<file path="src/rtl/regmap_master_if.sv">
// regmap_master_if: request/response channels plus regmap bus for regmap_master.
// Ports: req (valid/ready/write/addr/wdata), rsp (valid/ready/rdata/err), regmap (wren/addr/wrdata/rdvalid/rddata).
interface regmap_master_if #(
  parameter int ADDR_WIDTH = 4,
  parameter int DATA_WIDTH = 8
);
  logic                  i_req_valid;
  logic                  o_req_ready;
  logic                  i_req_write;
  logic [ADDR_WIDTH-1:0] i_req_addr;
  logic [DATA_WIDTH-1:0] i_req_wdata;
  logic                  o_rsp_valid;
  logic                  i_rsp_ready;
  logic [DATA_WIDTH-1:0] o_rsp_rdata;
  logic                  o_rsp_err;
  logic                  o_wren;
  logic [ADDR_WIDTH-1:0] o_addr;
  logic [DATA_WIDTH-1:0] o_wrdata;
  logic                  i_rdvalid;
  logic [DATA_WIDTH-1:0] i_rddata;

  modport master (
    input  i_req_valid, i_req_write, i_req_addr, i_req_wdata,
    input  i_rsp_ready, i_rdvalid, i_rddata,
    output o_req_ready, o_rsp_valid, o_rsp_rdata, o_rsp_err,
    output o_wren, o_addr, o_wrdata
  );

  modport slave (
    output i_req_valid, i_req_write, i_req_addr, i_req_wdata,
    output i_rsp_ready, i_rdvalid, i_rddata,
    input  o_req_ready, o_rsp_valid, o_rsp_rdata, o_rsp_err,
    input  o_wren, o_addr, o_wrdata
  );
endinterface

</file>
<file path="src/rtl/regmap_master.sv">
// regmap_master: single-outstanding register access initiator for regmap.
// Ports: i_clk, i_rst (async active-high), bus (regmap_master_if.master), o_busy.
// Option: REGMAP_MASTER_WRVERIFY_EN adds a readback-and-compare after each write.
module regmap_master #(
  parameter int ADDR_WIDTH = 4,
  parameter int DATA_WIDTH = 8,
  parameter int RD_LATENCY = 1,
  parameter int TIMEOUT    = 15
) (
  input  logic            i_clk,
  input  logic            i_rst,
  regmap_master_if.master bus,
  output logic            o_busy
);

  typedef enum logic [1:0] {
    IDLE,
    WRITE,
    READ_WAIT,
    RESP
  } state_t;

  localparam logic [8:0] LAT = 9'(RD_LATENCY);
  localparam logic [8:0] LIM = 9'(RD_LATENCY + TIMEOUT);

  state_t                state_q, state_d;
  logic [8:0]            cnt_q, cnt_d;
  logic                  wren_q, wren_d;
  logic [ADDR_WIDTH-1:0] addr_q, addr_d;
  logic [DATA_WIDTH-1:0] wrdata_q, wrdata_d;
  logic                  rsp_valid_q, rsp_valid_d;
  logic [DATA_WIDTH-1:0] rdata_q, rdata_d;
  logic                  err_q, err_d;
  logic                  busy_q, busy_d;
  logic                  req_ready;
`ifdef REGMAP_MASTER_WRVERIFY_EN
  logic                  vfy_q, vfy_d;
`endif

  assign req_ready       = (state_q == IDLE) && !i_rst;
  assign bus.o_req_ready = req_ready;
  assign bus.o_wren      = wren_q;
  assign bus.o_addr      = addr_q;
  assign bus.o_wrdata    = wrdata_q;
  assign bus.o_rsp_valid = rsp_valid_q;
  assign bus.o_rsp_rdata = rdata_q;
  assign bus.o_rsp_err   = err_q;
  assign o_busy          = busy_q;

  always_comb begin
    state_d     = state_q;
    cnt_d       = cnt_q;
    wren_d      = 1'b0;
    addr_d      = addr_q;
    wrdata_d    = wrdata_q;
    rsp_valid_d = rsp_valid_q;
    rdata_d     = rdata_q;
    err_d       = err_q;
`ifdef REGMAP_MASTER_WRVERIFY_EN
    vfy_d       = vfy_q;
`endif
    unique case (state_q)
      IDLE: begin
        if (bus.i_req_valid && req_ready) begin
          addr_d   = bus.i_req_addr;
          wrdata_d = bus.i_req_wdata;
          cnt_d    = '0;
`ifdef REGMAP_MASTER_WRVERIFY_EN
          vfy_d    = bus.i_req_write;
`endif
          if (bus.i_req_write) begin
            state_d = WRITE;
            wren_d  = 1'b1;
          end else begin
            state_d = READ_WAIT;
          end
        end
      end
      WRITE: begin
`ifdef REGMAP_MASTER_WRVERIFY_EN
        state_d = READ_WAIT;
        cnt_d   = '0;
`else
        state_d     = RESP;
        rdata_d     = '0;
        err_d       = 1'b0;
        rsp_valid_d = 1'b1;
`endif
      end
      READ_WAIT: begin
        cnt_d = cnt_q + 9'd1;
        if (cnt_q >= LAT && bus.i_rdvalid) begin
          state_d     = RESP;
          rsp_valid_d = 1'b1;
          rdata_d     = bus.i_rddata;
`ifdef REGMAP_MASTER_WRVERIFY_EN
          err_d       = vfy_q && (bus.i_rddata != wrdata_q);
`else
          err_d       = 1'b0;
`endif
        end else if (cnt_q >= LIM) begin
          state_d     = RESP;
          rsp_valid_d = 1'b1;
          rdata_d     = '0;
          err_d       = 1'b1;
        end
      end
      RESP: begin
        if (bus.i_rsp_ready) begin
          state_d     = IDLE;
          rsp_valid_d = 1'b0;
        end
      end
      default: state_d = IDLE;
    endcase
    busy_d = (state_d != IDLE);
  end

  always_ff @(posedge i_clk or posedge i_rst) begin
    if (i_rst) begin
      state_q     <= IDLE;
      cnt_q       <= '0;
      wren_q      <= 1'b0;
      addr_q      <= '0;
      wrdata_q    <= '0;
      rsp_valid_q <= 1'b0;
      rdata_q     <= '0;
      err_q       <= 1'b0;
      busy_q      <= 1'b0;
    end else begin
      state_q     <= state_d;
      cnt_q       <= cnt_d;
      wren_q      <= wren_d;
      addr_q      <= addr_d;
      wrdata_q    <= wrdata_d;
      rsp_valid_q <= rsp_valid_d;
      rdata_q     <= rdata_d;
      err_q       <= err_d;
      busy_q      <= busy_d;
    end
  end

`ifdef REGMAP_MASTER_WRVERIFY_EN
  always_ff @(posedge i_clk or posedge i_rst) begin
    if (i_rst) vfy_q <= 1'b0;
    else       vfy_q <= vfy_d;
  end
`endif

endmodule
</file>
<file path="src/flat_wrapper.sv">
// flat-port wrapper written by rule: the top's interface ports become plain ports
module regmap_master_flat 
#(
  parameter int ADDR_WIDTH = 4,
  parameter int DATA_WIDTH = 8,
  parameter int RD_LATENCY = 1,
  parameter int TIMEOUT    = 15
)
  (i_clk, i_rst, o_busy, bus_i_req_valid, bus_i_req_write, bus_i_req_addr, bus_i_req_wdata, bus_i_rsp_ready, bus_i_rdvalid, bus_i_rddata, bus_o_req_ready, bus_o_rsp_valid, bus_o_rsp_rdata, bus_o_rsp_err, bus_o_wren, bus_o_addr, bus_o_wrdata);
  regmap_master_if #(.ADDR_WIDTH(ADDR_WIDTH), .DATA_WIDTH(DATA_WIDTH)) bus_i ();
  input  logic i_clk;
  input  logic i_rst;
  output logic o_busy;
  input wire logic [$bits(bus_i.i_req_valid)-1:0] bus_i_req_valid;
  input wire logic [$bits(bus_i.i_req_write)-1:0] bus_i_req_write;
  input wire logic [$bits(bus_i.i_req_addr)-1:0] bus_i_req_addr;
  input wire logic [$bits(bus_i.i_req_wdata)-1:0] bus_i_req_wdata;
  input wire logic [$bits(bus_i.i_rsp_ready)-1:0] bus_i_rsp_ready;
  input wire logic [$bits(bus_i.i_rdvalid)-1:0] bus_i_rdvalid;
  input wire logic [$bits(bus_i.i_rddata)-1:0] bus_i_rddata;
  output wire logic [$bits(bus_i.o_req_ready)-1:0] bus_o_req_ready;
  output wire logic [$bits(bus_i.o_rsp_valid)-1:0] bus_o_rsp_valid;
  output wire logic [$bits(bus_i.o_rsp_rdata)-1:0] bus_o_rsp_rdata;
  output wire logic [$bits(bus_i.o_rsp_err)-1:0] bus_o_rsp_err;
  output wire logic [$bits(bus_i.o_wren)-1:0] bus_o_wren;
  output wire logic [$bits(bus_i.o_addr)-1:0] bus_o_addr;
  output wire logic [$bits(bus_i.o_wrdata)-1:0] bus_o_wrdata;
  assign bus_i.i_req_valid = bus_i_req_valid;
  assign bus_i.i_req_write = bus_i_req_write;
  assign bus_i.i_req_addr = bus_i_req_addr;
  assign bus_i.i_req_wdata = bus_i_req_wdata;
  assign bus_i.i_rsp_ready = bus_i_rsp_ready;
  assign bus_i.i_rdvalid = bus_i_rdvalid;
  assign bus_i.i_rddata = bus_i_rddata;
  assign bus_o_req_ready = bus_i.o_req_ready;
  assign bus_o_rsp_valid = bus_i.o_rsp_valid;
  assign bus_o_rsp_rdata = bus_i.o_rsp_rdata;
  assign bus_o_rsp_err = bus_i.o_rsp_err;
  assign bus_o_wren = bus_i.o_wren;
  assign bus_o_addr = bus_i.o_addr;
  assign bus_o_wrdata = bus_i.o_wrdata;
  regmap_master #(.ADDR_WIDTH(ADDR_WIDTH), .DATA_WIDTH(DATA_WIDTH), .RD_LATENCY(RD_LATENCY), .TIMEOUT(TIMEOUT)) u_core (.i_clk(i_clk), .i_rst(i_rst), .bus(bus_i), .o_busy(o_busy));
endmodule
</file>
<file path="config.mk">
export PLATFORM = sky130hd
export DESIGN_NAME = regmap_master_flat
export DESIGN_NICKNAME = d
export VERILOG_FILES = /design/src/rtl/regmap_master_if.sv /design/src/rtl/regmap_master.sv /design/src/flat_wrapper.sv
export SDC_FILE = /design/constraint.sdc
export NUM_CORES = 1
export LEC_CHECK = 0
export ABC_AREA = 1
export ABC_CLOCK_PERIOD_IN_PS = 1800
export BUFFER_PORTS_ARGS = -buffer_cell sky130_fd_sc_hd__buf_2
export CAP_MARGIN = 20
export CELL_PAD_IN_SITES_DETAIL_PLACEMENT = 0
export CELL_PAD_IN_SITES_GLOBAL_PLACEMENT = 1
export CORE_UTILIZATION = 37
export DETAILED_ROUTE_END_ITERATION = 16
export PLACE_DENSITY_LB_ADDON = 0.1
export SETUP_SLACK_MARGIN = 0.4
export SYNTH_ARGS = -nofsm -noshare
export SYNTH_HDL_FRONTEND = slang
export SYNTH_SLANG_ARGS = --single-unit
export TNS_END_PERCENT = 1
</file>
<file path="constraint.sdc">
create_clock -name i_clk -period 1.8 [get_ports i_clk]
set_input_delay 0.27 -clock i_clk [delete_from_list [all_inputs] [get_ports i_clk]]
set_output_delay 0.27 -clock i_clk [all_outputs]
set_load 0.02 [all_outputs]
</file>
# [After elaboration in Yosys (flattened, before gate mapping)]
# Cells that the tools add are included.
[op_classes] n_addsub=1 n_reduce_logical=13 order_cmp=2 eq_ne=6 mux=20
[ops] cell="$pmux W9 S2" count=1
[ops] cell="$mux W8" count=2
[ops] cell="$pmux W8 S2" count=1
[ops] cell="$mux W2" count=5
[ops] cell="$add A9 B1 Y9 const B" count=1
[ops] cell="$ge A9 B1 Y1 const B" count=1
[ops] cell="$ge A9 B5 Y1 const B" count=1
[ops] cell="$mux W9" count=1
[ops] cell="$pmux W2 S4" count=1
[ops] cell="$mux W1" count=7
[ops] cell="$reduce_and A2 Y1" count=3
[ops] cell="$reduce_bool A2 Y1" count=3
[ops] cell="$eq A2 B2 Y1 const B" count=2
[ops] cell="$ne A2 B2 Y1 const B" count=2
[ops] cell="$logic_and A1 B1 Y1" count=3
[ops] cell="$ne A3 B1 Y1 const B" count=1
[ops] cell="$pmux W1 S3" count=1
[ops] cell="$reduce_and A3 Y1" count=1
[ops] cell="$reduce_bool A3 Y1" count=1
[ops] cell="$eq A2 B1 Y1 const B" count=1
[ops] cell="$logic_not A2 Y1" count=1
[ops] cell="$pmux W1 S2" count=1
[ops] cell="$logic_not A1 Y1" count=1
[totals] wordCells=51 input_bits=26 ff_bits=35

# [Depth between registers and ports, before layout]
[depth] depth_word=6 depth_mapped=11 mapped_depth_nobuf=11

# [Least setup slack after synthesis]
# Ideal clock, no wire load.
[synth_timing] path_kind="input-to-reg" start="in i_rst" end="reg u_core.cnt_q[3]" n_path_buf=0 setup_time_ns=0.130 required_ns=1.670 path_stages=7 path_slack_ns=0.235 arrival_ns=1.435 cell_sequence="inv_2 > nand3_4 > nand2_4 > inv_2 > nor2_4 > nand2_1 > nor3b_2"
[synth_between] elab_chain_len=5
[synth_rtl] item="from (decl)" line="flat_wrapper.sv:12" text="input logic i_rst;"
[synth_rtl] item="$logic_not A1 Y1" line="regmap_master.sv:40" text="assign req_ready = (state_q == IDLE) && !i_rst;"
[synth_rtl] item="$logic_and A1 B1 Y1" line="regmap_master.sv:40"
[synth_rtl] item="$logic_and A1 B1 Y1" line="regmap_master.sv:64" text="if (bus.i_req_valid && req_ready) begin"
[synth_rtl] item="$ne A2 B2 Y1 (no line)"
[synth_rtl] item="$reduce_and A2 Y1 (no line)"
[synth_rtl] item="to (signal assigned)" line="regmap_master.sv:132" text="cnt_q <= cnt_d;"
[synth_rtl] item="to (decl)" line="regmap_master.sv:27" text="logic [8:0] cnt_q, cnt_d;"
# Every way passes these cells.
# A chain may end at the register's enable or synchronous reset.

# [Worst setup path after layout]
[layout_timing] start="reg u_core.state_q[0]" end="out bus_o_req_ready"
[layout_between] elab_chain_len=2
[layout_rtl] item="from (decl)" line="regmap_master.sv:26" text="state_t state_q, state_d;"
[layout_rtl] item="from (signal assigned)" line="regmap_master.sv:131" text="state_q <= state_d;"
[layout_rtl] item="$logic_not A2 Y1" line="regmap_master.sv:40"
[layout_rtl] item="$logic_and A1 B1 Y1" line="regmap_master.sv:40"
[layout_rtl] item="to (decl)" line="flat_wrapper.sv:21" text="output wire logic [$bits(bus_i.o_req_ready)-1:0] bus_o_req_ready;"
# Every way passes these cells.

==> run_summary.xml <==
<?xml version="1.0" encoding="UTF-8"?>
<metrics>
  <group name="clock_network">
    <metric name="path_clk_slew" unit="ns">0.07</metric>
    <metric name="total_cts_buffers" unit="">5</metric>
    <metric name="insertion_delay" unit="ns">0.28</metric>
    <metric name="number_of_h_tree_levels" unit="">2</metric>
    <metric name="clk_path_buf_depth" unit="">2</metric>
    <metric name="tritoncts_clock_tree" unit="">done</metric>
    <metric name="clkSinkCount" unit="">35</metric>
    <metric name="count_of_hold_buffers_inserted_by_post_cts_repair" unit="">0</metric>
    <metric name="clock-root-buffer" unit="">sky130_fd_sc_hd__clkbuf_8</metric>
  </group>
  <group name="floorplan">
    <metric name="die_w" unit="µm">71.05</metric>
    <metric name="start_util" unit="">0.3943</metric>
    <metric name="core_area" unit="µm²">4474</metric>
    <metric name="area_enclosed_by_the_die_boundary" unit="µm²">5048</metric>
    <metric name="site_rows" unit="">24</metric>
    <metric name="num_io_pins" unit="">51</metric>
    <metric name="chipHeight" unit="µm">71.05</metric>
  </group>
  <group name="critical_path">
    <metric name="crit_chain" unit="">inv_2, ha_4, inv_4, nor2_4, buf_6</metric>
    <metric name="cpPeakStageDelay" unit="ns">0.40</metric>
    <metric name="critical_path_capture_point_type" unit="">output port</metric>
    <metric name="required" unit="ns">1.53</metric>
    <metric name="crit_type" unit="">reg -&gt; out</metric>
    <metric name="timing.critical_path.arrival" unit="ns">1.20</metric>
    <metric name="critPathSlowestCell" unit="">sky130_fd_sc_hd__dfrtp_1</metric>
    <metric name="crit_path_start_kind" unit="">register</metric>
    <metric name="worst-path-max-fanout" unit="">4</metric>
  </group>
  <group name="yosys">
    <metric name="netlist_area" unit="µm²">1764</metric>
    <metric name="synth.yosys.seq_area_share" unit="">0.4965</metric>
    <metric name="yosys_most_used_dff" unit="">sky130_fd_sc_hd__dfrtp_1</metric>
    <metric name="yosys-top-cells-area" unit="">sky130_fd_sc_hd__dfrtp_1, sky130_fd_sc_hd__nand2_1, sky130_fd_sc_hd__inv_1, sky130_fd_sc_hd__ha_1, sky130_fd_sc_hd__nor2_1</metric>
    <metric name="proportion_of_register_bits_with_asynchronous_set_or_reset_after_synthesis" unit="">1.000</metric>
    <metric name="ys_ff_latch" unit="">35</metric>
    <metric name="synth.distinct_cells" unit="">22</metric>
    <metric name="post-synth-top-count-cell" unit="">sky130_fd_sc_hd__nand2_1</metric>
    <metric name="synthDominantCellAreaShare" unit="">0.4965</metric>
    <metric name="synth_cells" unit="">225</metric>
    <metric name="yosysWarnings" unit="">0</metric>
    <metric name="post_synth.cell_area_avg" unit="µm²">7.841</metric>
    <metric name="synth_edf_count" unit="">0</metric>
    <metric name="synthTopCellsByCount" unit="">sky130_fd_sc_hd__nand2_1, sky130_fd_sc_hd__dfrtp_1, sky130_fd_sc_hd__inv_1, sky130_fd_sc_hd__nor2_1, sky130_fd_sc_hd__nand3_1</metric>
    <metric name="netlist.top_cell.by_area" unit="">sky130_fd_sc_hd__dfrtp_1</metric>
    <metric name="synth_fp_nets" unit="">258</metric>
  </group>
  <group name="detailed_routing">
    <metric name="wire_per_inst" unit="µm">11.35</metric>
    <metric name="met3RoutedLength" unit="µm">192</metric>
    <metric name="top_layer_used" unit="">met4</metric>
    <metric name="vias_per_cell" unit="">4.628</metric>
    <metric name="drt_pass1_iterations" unit="">10</metric>
    <metric name="route.detailed.drc" unit="">3</metric>
    <metric name="met2_length" unit="mm">1.830</metric>
    <metric name="detail_route.wirelength.met1" unit="mm">1.848</metric>
    <metric name="finalWirelength" unit="mm">3.960</metric>
    <metric name="initial_drc_count" unit="">104</metric>
    <metric name="route.vias.total" unit="">1615</metric>
    <metric name="drt.antenna.violating_nets" unit="">0</metric>
  </group>
  <group name="run_status">
    <metric name="violations" unit="">DRC</metric>
    <metric name="outcome" unit="">complete, but fails checks</metric>
  </group>
  <group name="finish">
    <metric name="final_nets" unit="">329</metric>
    <metric name="layout.filler_cells" unit="">446</metric>
    <metric name="final_layout_size_suffix_gt1_frac" unit="">0.3434</metric>
    <metric name="n_antenna_cell" unit="">0</metric>
    <metric name="area_grow_syn2layout" unit="%">33.83</metric>
    <metric name="finish.utilization" unit="">0.5277</metric>
  </group>
  <group name="power">
    <metric name="leakage" unit="nW">1.333</metric>
    <metric name="ir_worst_vdd" unit="mV">0.8705</metric>
    <metric name="power_per_cell_area" unit="nW/µm²">1771</metric>
    <metric name="power" unit="W">0.004181</metric>
  </group>
  <group name="global_route">
    <metric name="grt_use_total" unit="">0.1711</metric>
    <metric name="global_route_wire_length_before_repair" unit="mm">6.582</metric>
    <metric name="antenna_found_initial" unit="">0</metric>
    <metric name="first_global_vias" unit="">1485</metric>
    <metric name="grt.overflow.total" unit="">0</metric>
    <metric name="largest_net_degree_at_the_start_of_global_routing" unit="">36</metric>
  </group>
  <group name="timing">
    <metric name="relative_max_transition_margin" unit="">0.7034</metric>
    <metric name="worst_pin_slew" unit="ns">0.4450</metric>
    <metric name="final.setup_skew" unit="ns">0.005791</metric>
    <metric name="finalCriticalPeriod" unit="ns">1.467</metric>
    <metric name="final_hold_viol_count" unit="">0</metric>
    <metric name="min_period_over_period" unit="">0.8153</metric>
    <metric name="timing.fmax" unit="GHz">0.6815</metric>
    <metric name="setup_viol" unit="">0</metric>
    <metric name="setup_tns" unit="ns">0</metric>
    <metric name="rsz0062_at_grt" unit="">true</metric>
    <metric name="drv_slew" unit="">0</metric>
  </group>
  <group name="placed_design">
    <metric name="dpl.hpwl" unit="mm">2.832</metric>
    <metric name="place.port_buffers" unit="">50</metric>
    <metric name="routability_driven_placement_congestion_ratio" unit="">0.7515</metric>
  </group>
  <group name="min_path">
    <metric name="holdCritPathClass" unit="">in -&gt; async</metric>
  </group>
  <group name="flow_run">
    <metric name="maxCapViolations" unit="">0</metric>
  </group>
</metrics>
worst paths after layout:
check,endpoint,slack [ns],cells after the start,start
setup / recovery,bus_o_req_ready,0.33,5,u_core.state_q[0]$_DFF_PP0_
hold / removal,u_core.bus.o_rsp_err$_DFFE_PP0P_,0.14,3,i_rst
setup reg to reg,u_core.cnt_q[3]$_DFFE_PP0P_,0.36,8,u_core.state_q[0]$_DFF_PP0_
hold reg to reg,u_core.bus.o_rsp_rdata[3]$_DFFE_PP0P_,0.47,2,u_core.bus.o_rsp_rdata[3]$_DFFE_PP0P_
max in group asynchronous,u_core.cnt_q[0]$_DFFE_PP0P_,1.31,3,i_rst
min in group i_clk,u_core.bus.o_wrdata[0]$_DFFE_PP0P_,0.17,3,bus_i_req_wdata[0]
what timing repair did:
item / in CTS / in global routing
pin swaps: 1 / 4
resized for setup: 12 / 9
cloned: 0 / 1
buffers inserted: 8 / 5
endpoints found under the setup margin: 32 / 32
flip-flops by register name, indices dropped and copies added, names as in the netlist:
name,count
u_core.bus.o_addr,4
u_core.cnt_q,9
u_core.bus.o_wren,1
u_core.state_q,2
u_core.bus.o_wrdata,8
u_core.bus.o_rsp_rdata,8
u_core.bus.o_rsp_valid,1
u_core.bus.o_rsp_err,1
u_core.o_busy,1
placed cells by master (no fill, tap or decap), types with 5 or more instances in the layout:
cell,n
sky130_fd_sc_hd__nand4_1,9
sky130_fd_sc_hd__buf_2,49
sky130_fd_sc_hd__inv_2,5
sky130_fd_sc_hd__dfrtp_1,34
sky130_fd_sc_hd__nand3_1,10
sky130_fd_sc_hd__nand2_1,84
sky130_fd_sc_hd__nor2_1,20
sky130_fd_sc_hd__buf_4,17
sky130_fd_sc_hd__clkbuf_8,5
sky130_fd_sc_hd__inv_1,22
sky130_fd_sc_hd__o21ai_0,6
routing by layer:
| metal | global-route usage | up-vias |
|---|---|---|
| li1 | - | 837 |
| met1 | 0.2088 | 727 |
| met4 | 0.07111 | 0 |
| met3 | 0.05271 | 9 |
| met2 | 0.2821 | 42 |
| met5 | 0 | - |
stage by stage:
step	std cells	setup slack [ns]	instance area, µm²	hold WS (ns)
floorplan	225	0.3474	1769	0.1377
global placement	327	0.2270	2098	0.4486
detailed placement	327	0.2076	2098	0.4526
CTS	343	0.3342	2283	0.1572
global route	349	0.2773	2361	0.1704
finish	349	0.3325	2361	0.1427
report_power, final:
part / switching, W / total (W) / internal, W
Sequential: 0.000204 / 0.00131 / 0.00110
Clock: 0.000277 / 0.000548 / 0.000270
Combinational: 0.00145 / 0.00233 / 0.000881
Total: 0.00193 / 0.00418 / 0.00225
worst max-delay path, delay by kind of cell (launching register included):
kind / cells / cell delay [ns]
and+or+nand+nor: 1 / 0.09
buffers and inverters: 3 / 0.26
DFF: 1 / 0.40
adders and majority gates: 1 / 0.17
area by class of cell:
class | count | area, µm² | area share
clock buffer | 6 | 72.57 | 0.03074
clock inverter | 2 | 12.51 | 0.005299
inverter | 29 | 113.9 | 0.04822
multi-input combinational | 158 | 835.8 | 0.3540
sequential | 35 | 877.1 | 0.3715
tap | 52 | 65.06 | 0.02756
timing repair buffer | 67 | 384.1 | 0.1627
logic make-up after synthesis:
logic type / Yosys count / synth area share
compound gates: 10 / 0.02837
fa+ha+maj: 7 / 0.04964
buf+inv: 33 / 0.07092
flops: 35 / 0.4965
simple gates: 140 / 0.3546
Power figures use the tool's default switching activity.
